`src/rtl/fifo_stream_reader.sv`:
```
// Burst reader that drains an external zero-latency FIFO into a two-entry skid buffer
// and presents the words as a valid/ready stream.
module fifo_stream_reader #(
    parameter int unsigned WIDTH      = 8,
    parameter int unsigned DEPTH      = 4,
    parameter int unsigned DEPTH_LOG2 = $clog2(DEPTH)
) (
    input  logic                  clock,
    input  logic                  reset,
    input  logic                  flush,
    input  logic                  fifo_empty,
    input  logic [DEPTH_LOG2:0]   fifo_level,
    output logic                  fifo_read_enable,
    input  logic [WIDTH-1:0]      fifo_read_data,
    input  logic [DEPTH_LOG2:0]   burst_threshold,
    input  logic [DEPTH_LOG2:0]   burst_length,
    output logic                  stream_valid,
    input  logic                  stream_ready,
    output logic [WIDTH-1:0]      stream_data,
    output logic                  busy,
    output logic [15:0]           transfer_count
);

    localparam int unsigned LW = DEPTH_LOG2 + 1;

    localparam logic [0:0] S_IDLE  = 1'b0;
    localparam logic [0:0] S_BURST = 1'b1;

    logic [0:0]       state_q, state_d;
    logic [1:0]       count_q, count_d;
    logic [WIDTH-1:0] buf0_q, buf0_d;
    logic [WIDTH-1:0] buf1_q, buf1_d;
    logic [LW-1:0]    remaining_q, remaining_d;
    logic [15:0]      xfer_q, xfer_d;
    logic             push;
    logic             pop;

    // The read strobe never looks at stream_ready; buffer space alone gates it.
    assign fifo_read_enable = (state_q == S_BURST) && !fifo_empty && (count_q < 2'd2)
                              && !flush && !reset;
    assign push = fifo_read_enable;
    assign pop  = stream_valid && stream_ready && !flush && !reset;

    assign stream_valid   = (count_q != 2'd0);
    assign stream_data    = buf0_q;
    assign busy           = (state_q == S_BURST) || (count_q != 2'd0);
    assign transfer_count = xfer_q;

    // Skid buffer: buf0 is always the oldest entry.
    always_comb begin
        buf0_d  = buf0_q;
        buf1_d  = buf1_q;
        count_d = count_q;
        if (flush) begin
            count_d = 2'd0;
        end else begin
            case ({push, pop})
                2'b10: begin
                    if (count_q == 2'd0) buf0_d = fifo_read_data;
                    else                 buf1_d = fifo_read_data;
                    count_d = count_q + 2'd1;
                end
                2'b01: begin
                    buf0_d  = buf1_q;
                    count_d = count_q - 2'd1;
                end
                2'b11: begin
                    if (count_q == 2'd1) begin
                        buf0_d = fifo_read_data;
                    end else begin
                        buf0_d = buf1_q;
                        buf1_d = fifo_read_data;
                    end
                end
                default: ;
            endcase
        end
    end

    // Burst control; remaining only counts down when a finite burst length is set.
    always_comb begin
        state_d     = state_q;
        remaining_d = remaining_q;
        if (flush) begin
            state_d     = S_IDLE;
            remaining_d = '0;
        end else begin
            case (state_q)
                S_IDLE: begin
                    if (!fifo_empty && (fifo_level >= burst_threshold)) begin
                        state_d     = S_BURST;
                        remaining_d = burst_length;
                    end
                end
                S_BURST: begin
                    if (push) begin
                        if (burst_length != '0) begin
                            if (remaining_q != '0) remaining_d = remaining_q - LW'(1);
                            if (remaining_q == LW'(1)) state_d = S_IDLE;
                        end
                    end else if (fifo_empty) begin
                        state_d = S_IDLE;
                    end
                end
                default: state_d = S_IDLE;
            endcase
        end
    end

    always_comb begin
        xfer_d = xfer_q;
        if (pop) xfer_d = xfer_q + 16'd1;
    end

    always_ff @(posedge clock) begin
        if (reset) begin
            state_q     <= S_IDLE;
            count_q     <= 2'd0;
            buf0_q      <= '0;
            buf1_q      <= '0;
            remaining_q <= '0;
            xfer_q      <= 16'd0;
        end else begin
            state_q     <= state_d;
            count_q     <= count_d;
            buf0_q      <= buf0_d;
            buf1_q      <= buf1_d;
            remaining_q <= remaining_d;
            xfer_q      <= xfer_d;
        end
    end

endmodule

```
`config.mk`:
```
export PLATFORM = sky130hd
export DESIGN_NAME = fifo_stream_reader
export DESIGN_NICKNAME = d
export VERILOG_FILES = /design/src/rtl/fifo_stream_reader.sv
export SDC_FILE = /design/constraint.sdc
export NUM_CORES = 1
export LEC_CHECK = 0
export ABC_CLOCK_PERIOD_IN_PS = 4070
export BUFFER_PORTS_ARGS = -buffer_cell sky130_fd_sc_hd__buf_4
export CORE_MARGIN = 1.5
export CORE_UTILIZATION = 56
export CTS_CLUSTER_DIAMETER = 50
export CTS_CLUSTER_SIZE = 12
export DETAILED_ROUTE_END_ITERATION = 8
export GPL_TIMING_DRIVEN = 0
export PLACE_DENSITY_LB_ADDON = 0.12
export SKIP_CTS_REPAIR_TIMING = 1
export SYNTH_ARGS = -nofsm -noshare
export SYNTH_HDL_FRONTEND = slang
export SYNTH_SLANG_ARGS = --single-unit
```
`constraint.sdc`:
```
create_clock -name clock -period 4.07 [get_ports clock]
set_input_delay 0.407 -clock clock [delete_from_list [all_inputs] [get_ports clock]]
set_output_delay 0.407 -clock clock [all_outputs]
set_load 0.005 [all_outputs]
```
==> results of run 1 <==
-- state kept, by name, indices dropped and copies added (netlist names) --
signal	flops
count_q	2
transfer_count	16
buf1_q	8
remaining_q	3
stream_data	8
state_q	1
-- worst min-delay path by stage --
stage,from,endpoint,depth (start not counted)
after floorplan,buf1_q[0],buf1_q[0],2
after global placement,buf1_q[4],buf1_q[4],2
after detailed placement,buf1_q[1],buf1_q[1],2
after CTS,reset,stream_data[7],2
after global routing,reset,stream_data[7],2
final,reset,stream_data[7],2
-- layout by cell type, fill, tap and decap left out, drive strengths merged, types with 4 or more instances in the layout --
cell type / netlist / layout
mux2i: 8 / 8
clkbuf: 3 / 9
nand2: 12 / 12
inv: 14 / 14
o21ai: 8 / 8
nor2: 34 / 34
nor3: 6 / 6
nand4: 4 / 4
or3: 6 / 6
a21oi: 10 / 10
a22oi: 8 / 8
ha: 13 / 13
xnor2: 9 / 9
nand3: 4 / 4
buf: 2 / 49
dfxtp: 38 / 38
a211oi: 12 / 12
-- critical path, delay by kind of cell (launching register included) --
| kind | cells | cell delay, ps |
|---|---|---|
| AO/OA/AOI/OAI | 2 | 930 |
| AND/OR/NAND/NOR | 2 | 700 |
| adder cells (fa/ha/maj) | 2 | 550 |
| buffers and inverters | 3 | 650 |
| flip-flops | 1 | 390 |
-- report_power, final --
| group | internal (W) | total [W] | switching [W] | leakage (nW) |
|---|---|---|---|---|
| clock | 0.000143 | 0.000263 | 0.000120 | 0.0443 |
| sequential | 0.000374 | 0.000376 | 0.00000175 | 0.306 |
| combinational | 0.0000278 | 0.0000540 | 0.0000262 | 0.678 |
-- logic make-up (layout without fill, tap and decap cells) --
family	Yosys count	count (layout)	synth area share, %
muxes	8	8	4.28
adders and majority gates	13	13	8.70
buffers and inverters	19	73	4.28
AOI/OAI and AO/OA	44	44	15.5
xor gates and xnor gates	12	12	5.62
and+or+nand+nor	76	76	20.9
DFF	38	38	40.7
-- cell type report --
cell class                      instances  area share [%]
Inverter                               14            2.23
Sequential cell                        38            32.2
Clock buffer                            6            2.17
Tap cell                               44            2.33
Clock inverter                          1            1.27
Timing Repair Buffer                   47            15.0
Buffer                                  5            1.17
Multi-Input combinational cell        153            43.6
-- metrics by stage --
stage	setup WS [ps]	cells	hold WS [ps]	power, W	util (%)
4_1_cts	811	308	262	0.000696	76.0
6_report	783	308	260	0.000693	76.0
3_5_place_dp	862	301	487	0.000438	73.4
2_1_floorplan	1410	210	464	0.000412	-
5_1_grt	478	308	259	0.000720	76.0
3_3_place_gp	905	301	475	0.000437	73.4
-- routing by layer --
metal | routed length (µm) | global-route usage, % | vias to the layer above | part of all wire, %
li1 | - | - | 848 | -
met1 | 1840 | 30.5 | 735 | 47
met2 | 1840 | 38.2 | 42 | 47
met3 | 156 | 5.12 | 10 | 4.0
met4 | 63 | 8.07 | 0 | 1.6
met5 | 0 | 0 | - | 0
==> parameters.txt, run 1 <==
Parameter                              Value

Run status
  Run status ... finished, final reports clean

Drt
  DRT antenna net count ... 0
  Wire length after detailed routing ... 3.90 mm
  Total via count in the routed design ... 1635
  Vias per cell ... between 5 and 6
  Wirelength per Cell ... roughly 13 µm
  DRT Pass-1 Iters ... 4
  Iter 0 DRT Violations ... between 70 and 80
  DRC Markers ... 0

Cells and area
  # nets final ... between 200 and 300
  Non-Filler Cell Area, Final ... ~2400 µm²
  Number of fillers in the final layout ... 268
  Seq. cell area ... roughly 760 µm²
  Count of antenna diodes in the layout ... 0
  Relative area change from synthesis to final layout ... 26.2%
  Layout cell share with drive strength beyond 1 ... a little under a quarter
  Multi-input gate area in the final layout ... just over 1000 µm²

Floorplan
  Num rows ... 20
  Die Y ... ~60 µm
  Core area ... roughly 3100 µm²
  IO Count ... 49
  Starting density of the core ... 60.3%
  Die Outline Area ... between 3000 and 4000 µm²
  Die Width ... 60.8 µm

Synthesis
  Share of Yosys cell area claimed by the top area cell type ... 40.7%
  Register area share after synthesis ... about two fifths
  Total of warnings raised by yosys ... 0
  Post-synthesis cell type count ... 34
  Leading post-synthesis cells by instance count ... 38 x sky130_fd_sc_hd__dfxtp_1, 33 x sky130_fd_sc_hd__nor2_1, 14 x sky130_fd_sc_hd__inv_1
  Number of synthesized register bits ... 38
  Number of enable-type register cells in the synthesized netlist ... 0
  Leading post-synthesis cells by cell area ... sky130_fd_sc_hd__dfxtp_1 41%, sky130_fd_sc_hd__ha_1 8.7%, sky130_fd_sc_hd__nor2_1 6.6%
  FFs w/ async S/R, synth ... 0%
  Post-synthesis cell type with the largest combined area ... sky130_fd_sc_hd__dfxtp_1
  Most instantiated library cell after synthesis ... sky130_fd_sc_hd__dfxtp_1
  Synthesized area per cell ... 8.91 µm²
  Number of instances in the synthesized netlist ... between 200 and 250
  Synth Cell Area ... about 1900 µm²
  Dominant synthesized flop cell ... sky130_fd_sc_hd__dfxtp_1
  Net count after synthesis ... roughly 250

Timing
  Time the final worst path needs with I/O delays and setup ... ~3300 ps
  Slew @ Worst Pin ... roughly 1000 ps
  Period utilization ... roughly 80%
  Worst clock skew on the final layout ... a little over 6 ps
  Count of final hold-check violations ... 0
  Highest clock rate ... about 300 MHz
  Final setup violating endpoints ... 0
  Setup tns final ... 0 ps
  Setup repair after global routing missed its margin ... no
  Max-slew violations ... 0
  Headroom to the max-slew limit ... a little under a third

Power
  Pleak ... 1.03 nW
  VDD IR-drop max ... 0.000260 V
  P per Cell Area ... ~300 nW/µm²

Global route
  Overall overflow remaining after global route ... 0
  Wire length of the first global-routing pass ... roughly 6.5 mm
  GRT Util Overall ... 23.4%
  Number of global-route vias before repair ... between 1000 and 1500
  Number of antenna violations at the first check in global routing ... 0
  Largest net degree at the start of global routing ... 12

Setup path
  Startpoint of the most critical register-to-register path ... count_q[0]
  Worst R2R Setup Slack ... a little under 800 ps
  Required time of the critical path ... 4340 ps
  Number of cells on the worst reg-to-reg path ... 9
  Crit Path Max Fanout ... 11
  List of cells traversed by the critical path ... inv_1 -> ha_1 -> nor4b_4 -> inv_1 -> ha_1 -> a211oi_1 -> buf_2 -> nor2_1 -> a211oi_1
  Data arrival time at the worst-slack endpoint ... 3550 ps
  CP startpoint ... count_q[0]
  Setup crit end kind ... flop
  Critical path startpoint category ... flop
  Master of the slowest instance on the critical path ... sky130_fd_sc_hd__a211oi_1
  End of the worst register-to-register path ... stream_data[1]
  Critical path's largest stage delay ... 740 ps
  Capture point of the critical path ... stream_data[1]
  Critical Setup Path Class ... flop to flop

Worst hold path
  Worst hold-check path type ... input pin to flop

Clock tree
  Library cell used as clock root buffer ... sky130_fd_sc_hd__clkbuf_4
  Clock latency at the later pin of the worst-skew pair ... ~340 ps
  Number of buffers created by CTS ... 5
  H-tree Lvls ... 2
  TritonCTS clock tree ... done
  Reg clk slew, reported paths ... around 110 ps
  Maximum buffer depth of the clock tree ... 2
  Clock Sinks ... 38

Place
  Post-placement cell area ... about 2300 µm²
  Global placer's final weighted congestion ... between 0.7 and 0.8
  Number of input and output port buffers inserted ... 47
  Detailed Place HPWL ... around 3 mm

Run
  Count of maximum capacitance violations ... 0
Power figures use the tool's default switching activity.
==> run 2: changes to the inputs <==
Settings changed: ABC_CLOCK_PERIOD_IN_PS 4070 to 3100, CORE_UTILIZATION 56 to 52.
Clock period 4.07 ns to 3.1 ns, I/O delays scaled along.
==> parameters.txt, run 2 (same netlist as run 1, synthesis figures left out) <==
Parameter                              Value

Timing
  Period utilization ... 85.1% (+4.3 points)
  Highest clock rate ... 379 MHz (+25%)
  Setup repair after global routing missed its margin ... no
  Headroom to the max-slew limit ... 63.5% (+32 points)
  Time the final worst path needs with I/O delays and setup ... 2640 ps (-649 ps)
  Count of final hold-check violations ... 0 (unchanged)
  Max-slew violations ... 0 (unchanged)
  Slew @ Worst Pin ... 547 ps (-483 ps)
  Final setup violating endpoints ... 0 (unchanged)
  Worst clock skew on the final layout ... 6.97 ps (+0.856 ps)

Floorplan
  Die Width ... 63.0 µm (+3.6%)
  Num rows ... 21 (+5.0%)
  Starting density of the core ... 55.2% (-5.1 points)
  IO Count ... 49 (unchanged)
  Core area ... 3390 µm² (+9.2%)
  Die Outline Area ... 3970 µm² (+7.3%)
  Die Y ... 63.0 µm (+3.6%)

Clock tree
  Reg clk slew, reported paths ... 110 ps (about the same)
  Library cell used as clock root buffer ... sky130_fd_sc_hd__clkbuf_4
  Maximum buffer depth of the clock tree ... 2 (unchanged)
  Number of buffers created by CTS ... 5 (unchanged)
  Clock Sinks ... 38 (unchanged)
  TritonCTS clock tree ... done
  Clock latency at the later pin of the worst-skew pair ... 340 ps (about the same)
  H-tree Lvls ... 2 (unchanged)

Run
  Count of maximum capacitance violations ... 0 (unchanged)

Cells and area
  Leading cell types in the layout, fill and taps excluded ... 51 x sky130_fd_sc_hd__buf_4, 38 x sky130_fd_sc_hd__dfxtp_1, 33 x sky130_fd_sc_hd__nor2_1
  Flip-flop count of the largest register, all copies and words added ... 16 (unchanged)
  Layout cell share with drive strength beyond 1 ... 24.3% (+1.5 points)
  Relative area change from synthesis to final layout ... 26.4%
  Most common cell after layout, fill and taps aside ... sky130_fd_sc_hd__buf_4
  Non-Filler Cell Area, Final ... 2360 µm² (+0.16%)
  Count of antenna diodes in the layout ... 0 (unchanged)
  Number of fillers in the final layout ... 289 (+7.8%)
  # nets final ... 303 (+1.3%)

Drt
  Iter 0 DRT Violations ... 55 (-29%)
  DRT Pass-1 Iters ... 4 (unchanged)
  Vias per cell ... 5.19 (-2.2%)
  Total via count in the routed design ... 1631 (-0.24%)
  Wirelength per Cell ... 12.2 µm (-3.7%)
  DRC Markers ... 0 (unchanged)
  Wire length after detailed routing ... 3.83 mm (-1.8%)
  DRT antenna net count ... 0 (unchanged)

Setup path
  Master of the slowest instance on the critical path ... sky130_fd_sc_hd__a211oi_2
  List of cells traversed by the critical path ... inv_1 -> ha_1 -> nor4b_4 -> inv_1 -> ha_1 -> a211oi_2 -> buf_2 -> nor2_1 -> a211oi_1
  Critical path startpoint category ... flop
  Setup crit end kind ... flop
  Crit Path Max Fanout ... 10 (-1)
  Required time of the critical path ... 3350 ps (-990 ps)
  Data arrival time at the worst-slack endpoint ... 2890 ps (-660 ps)
  Sum of buffers and inverters on the critical path ... 3 (unchanged)
  Critical Setup Path Class ... flop to flop
  Category of cells accounting for the largest share of critical-path delay ... compound AO/OA/AOI/OAI gates
  Critical path's largest stage delay ... 490 ps (-250 ps)

Global route
  Number of global-route vias before repair ... 1483 (+1.3%)
  Wire length of the first global-routing pass ... 6.33 mm (-3.0%)
  GRT Util Overall ... 20.1% (-3.2 points)
  Number of antenna violations at the first check in global routing ... 0 (unchanged)
  Largest net degree at the start of global routing ... 12 (unchanged)
  Overall overflow remaining after global route ... 0 (unchanged)

Place
  Post-placement cell area ... 2280 µm² (+0.11%)
  Number of input and output port buffers inserted ... 47 (unchanged)
  Global placer's final weighted congestion ... 0.748 (-1.2%)
  Detailed Place HPWL ... 2.76 mm (-5.9%)

Worst hold path
  Worst hold-check path type ... input pin to flop

Power
  VDD IR-drop max ... 0.000211 V (-19%)
  Post-route total power ... 0.000799 W (+15%)
  P per Cell Area ... 338 nW/µm² (+15%)
  Pleak ... 1.04 nW (+0.64%)

Run status
  Run status ... finished, final reports clean
[run 2: path summary, 6_finish.rpt]
path / cells after the start / slack [ps] / end / from
worst max register to register: 9 / 460 / stream_data[2] / count_q[0]
worst min-delay path: 2 / 150 / stream_data[7] / reset
worst min register to register: 2 / 510 / buf1_q[0] / buf1_q[0]
worst max-delay path: 9 / 460 / stream_data[2] / count_q[0]
[run 2: layout make-up]
| type | count | area, µm² | share of cell area (%) |
|---|---|---|---|
| inverter | 14 | 52.6 | 2.22 |
| timing repair buffer | 51 | 383 | 16.2 |
| multi-input combinational | 153 | 1030 | 43.8 |
| sequential | 38 | 761 | 32.2 |
| buffer | 5 | 27.5 | 1.16 |
| tap | 46 | 57.6 | 2.44 |
| clock buffer | 5 | 37.5 | 1.59 |
| clock inverter | 2 | 10.0 | 0.424 |
[run 2: through the flow]
stage | hold WS [ps] | cells | TNS [ps] | utilization, % | setup WS, ps
floorplan | 454 | 210 | 0 | - | 437
CTS | 137 | 310 | -438 | 68.7 | -161
finish | 155 | 314 | 0 | 69.7 | 462
global placement | 477 | 303 | -372 | 67.3 | -144
detailed placement | 485 | 303 | -342 | 67.3 | -139
global route | 154 | 314 | 0 | 69.7 | 259
[run 2: routing by layer]
metal	vias to the layer above	track usage, %	share of wire, %
li1	849	-	-
met1	736	24.2	46
met2	42	33.5	47
met3	4	6.31	5.9
met4	0	7.50	1.0
met5	-	0	0
[run 2: where the power goes]
group | internal (W) | switching (W) | total, W
sequential | 0.000491 | 0.00000207 | 0.000493
clock | 0.0000816 | 0.000154 | 0.000235
combinational | 0.0000367 | 0.0000341 | 0.0000708
total | 0.000609 | 0.000190 | 0.000799
==> run 3: changes to the inputs <==
Settings changed: PLACE_DENSITY from default to 0.79, PLACE_DENSITY_LB_ADDON 0.12 to default, RECOVER_POWER from default to 100.
==> parameters.txt, run 3 (same netlist as run 1, synthesis figures left out) <==
Parameter                              Value

Run status
  Run status ... finished, final reports clean

Cells and area
  Most common cell after layout, fill and taps aside ... sky130_fd_sc_hd__dfxtp_1
  # nets final ... 303 (unchanged)
  Leading cell types in the layout, fill and taps excluded ... 38 x sky130_fd_sc_hd__dfxtp_1, 33 x sky130_fd_sc_hd__nor2_1, 32 x sky130_fd_sc_hd__clkbuf_4
  Relative area change from synthesis to final layout ... 24.8%
  Flip-flop count of the largest register, all copies and words added ... 16 (unchanged)
  Layout cell share with drive strength beyond 1 ... 22.0% (-2.2 points)
  Count of antenna diodes in the layout ... 0 (unchanged)

Floorplan
  Die Outline Area ... 3970 µm² (unchanged)
  Die Y ... 63.0 µm (unchanged)
  Core area ... 3390 µm² (unchanged)
  Starting density of the core ... 55.2% (unchanged)
  IO Count ... 49 (unchanged)
  Num rows ... 21 (unchanged)
  Die Width ... 63.0 µm (unchanged)

Setup path
  Critical path's largest stage delay ... 460 ps (-30 ps)
  Setup crit end kind ... flop
  Master of the slowest instance on the critical path ... sky130_fd_sc_hd__a211oi_2
  List of cells traversed by the critical path ... inv_1 -> ha_1 -> nor4b_4 -> inv_1 -> ha_1 -> a211oi_2 -> buf_2 -> nor2_1 -> a211oi_1
  Critical Setup Path Class ... flop to flop
  Worst R2R Setup Slack ... 430 ps (-30 ps)
  Category of cells accounting for the largest share of critical-path delay ... compound AO/OA/AOI/OAI gates
  Required time of the critical path ... 3340 ps (about the same)
  Sum of buffers and inverters on the critical path ... 3 (unchanged)
  Crit Path Max Fanout ... 10 (unchanged)
  Critical path startpoint category ... flop
  Data arrival time at the worst-slack endpoint ... 2910 ps (+20 ps)

Clock tree
  Clock latency at the later pin of the worst-skew pair ... 330 ps (about the same)
  TritonCTS clock tree ... done
  Clock Sinks ... 38 (unchanged)
  Number of buffers created by CTS ... 5 (unchanged)
  Library cell used as clock root buffer ... sky130_fd_sc_hd__clkbuf_4
  H-tree Lvls ... 2 (unchanged)
  Reg clk slew, reported paths ... 110 ps (about the same)
  Maximum buffer depth of the clock tree ... 2 (unchanged)

Timing
  Final setup violating endpoints ... 0 (unchanged)
  Period utilization ... 86.1% (+1.1 points)
  Setup ws final ... 429 ps (-32.8 ps)
  Time the final worst path needs with I/O delays and setup ... 2670 ps (+32.8 ps)
  Highest clock rate ... 374 MHz (-1.2%)
  Setup repair after global routing missed its margin ... no
  Worst clock skew on the final layout ... 13.9 ps (+6.97 ps)
  Slew @ Worst Pin ... 626 ps (+79.4 ps)
  Headroom to the max-slew limit ... 58.3% (-5.2 points)
  Count of final hold-check violations ... 0 (unchanged)
  Max-slew violations ... 0 (unchanged)

Global route
  GRT Util Overall ... 21.3% (+1.2 points)
  Overall overflow remaining after global route ... 0 (unchanged)
  Largest net degree at the start of global routing ... 12 (unchanged)
  Number of antenna violations at the first check in global routing ... 0 (unchanged)
  Wire length of the first global-routing pass ... 6.81 mm (+7.6%)
  Number of global-route vias before repair ... 1586 (+6.9%)

Drt
  DRT antenna net count ... 0 (unchanged)
  Wirelength per Cell ... 12.4 µm (+1.5%)
  DRC Markers ... 0 (unchanged)
  DRT Pass-1 Iters ... 4 (unchanged)
  Wire length after detailed routing ... 3.89 mm (+1.5%)
  Vias per cell ... 5.25 (+1.1%)
  Iter 0 DRT Violations ... 103 (+87%)
  Total via count in the routed design ... 1649 (+1.1%)

Run
  Count of maximum capacitance violations ... 0 (unchanged)

Place
  Detailed Place HPWL ... 2.89 mm (+4.9%)
  Placement Setup Slack ... -192 ps (-53.8 ps)
  Global placer's final weighted congestion ... 0.758 (+1.3%)
  Number of input and output port buffers inserted ... 47 (unchanged)

Power
  Pleak ... 0.987 nW (-4.6%)
  VDD IR-drop max ... 0.000257 V (+22%)
  P per Cell Area ... 340 nW/µm² (+0.55%)
  Post-route total power ... 0.000794 W (-0.68%)

Worst hold path
  Worst hold-check path type ... input pin to flop
## run 3: metal layers
metal / wire, µm / vias up / share of wire [%] / GRT usage (%)
li1: - / 849 / - / -
met1: 1790 / 765 / 46 / 25.7
met2: 1910 / 33 / 49 / 36.4
met3: 164 / 2 / 4.2 / 6.13
met4: 27 / 0 / 0.69 / 6.67
met5: 0 / - / 0 / 0
## run 3: area by class of cell
cell class	count	area [µm²]
clock buffers	7	45.0
fillers	288	1050
repair buffers	51	372
multi-input cells	153	1020
well taps	46	57.6
inverters	14	52.6
flip-flops and latches	38	761
plain buffers	5	27.5
## run 3: metrics by stage
step                      setup TNS, ps  area [µm²]  utilization (%)  cells  hold WS (ps)
after floorplan                       0        1870                -    210           454
after global placement            -95.0        2280             67.3    303           475
after detailed placement           -437        2280             67.3    303           485
after CTS                          -495        2330             68.6    310           156
after global routing                  0        2330             68.9    314           148
final                                 0        2330             68.9    314           165
## run 3: final timing paths
check | cells after the start | startpoint | to
max | 9 | count_q[0] | stream_data[2]
min | 2 | reset | stream_data[7]
max reg2reg | 9 | count_q[0] | stream_data[2]
min reg2reg | 2 | stream_data[4] | stream_data[4]
## run 3: where the power goes
group	internal [W]	total [W]	switching, W
combinational	0.0000360	0.0000700	0.0000339
clock	0.0000857	0.000231	0.000145
sequential	0.000491	0.000493	0.00000218
## run 3: worst reg2reg max path: cells and delay by family, from the launching register on
kind / cells / cell delay [ps]
compound gates: 2 / 690
buf+inv: 3 / 550
fa+ha+maj: 2 / 520
simple gates: 2 / 450
flops: 1 / 380
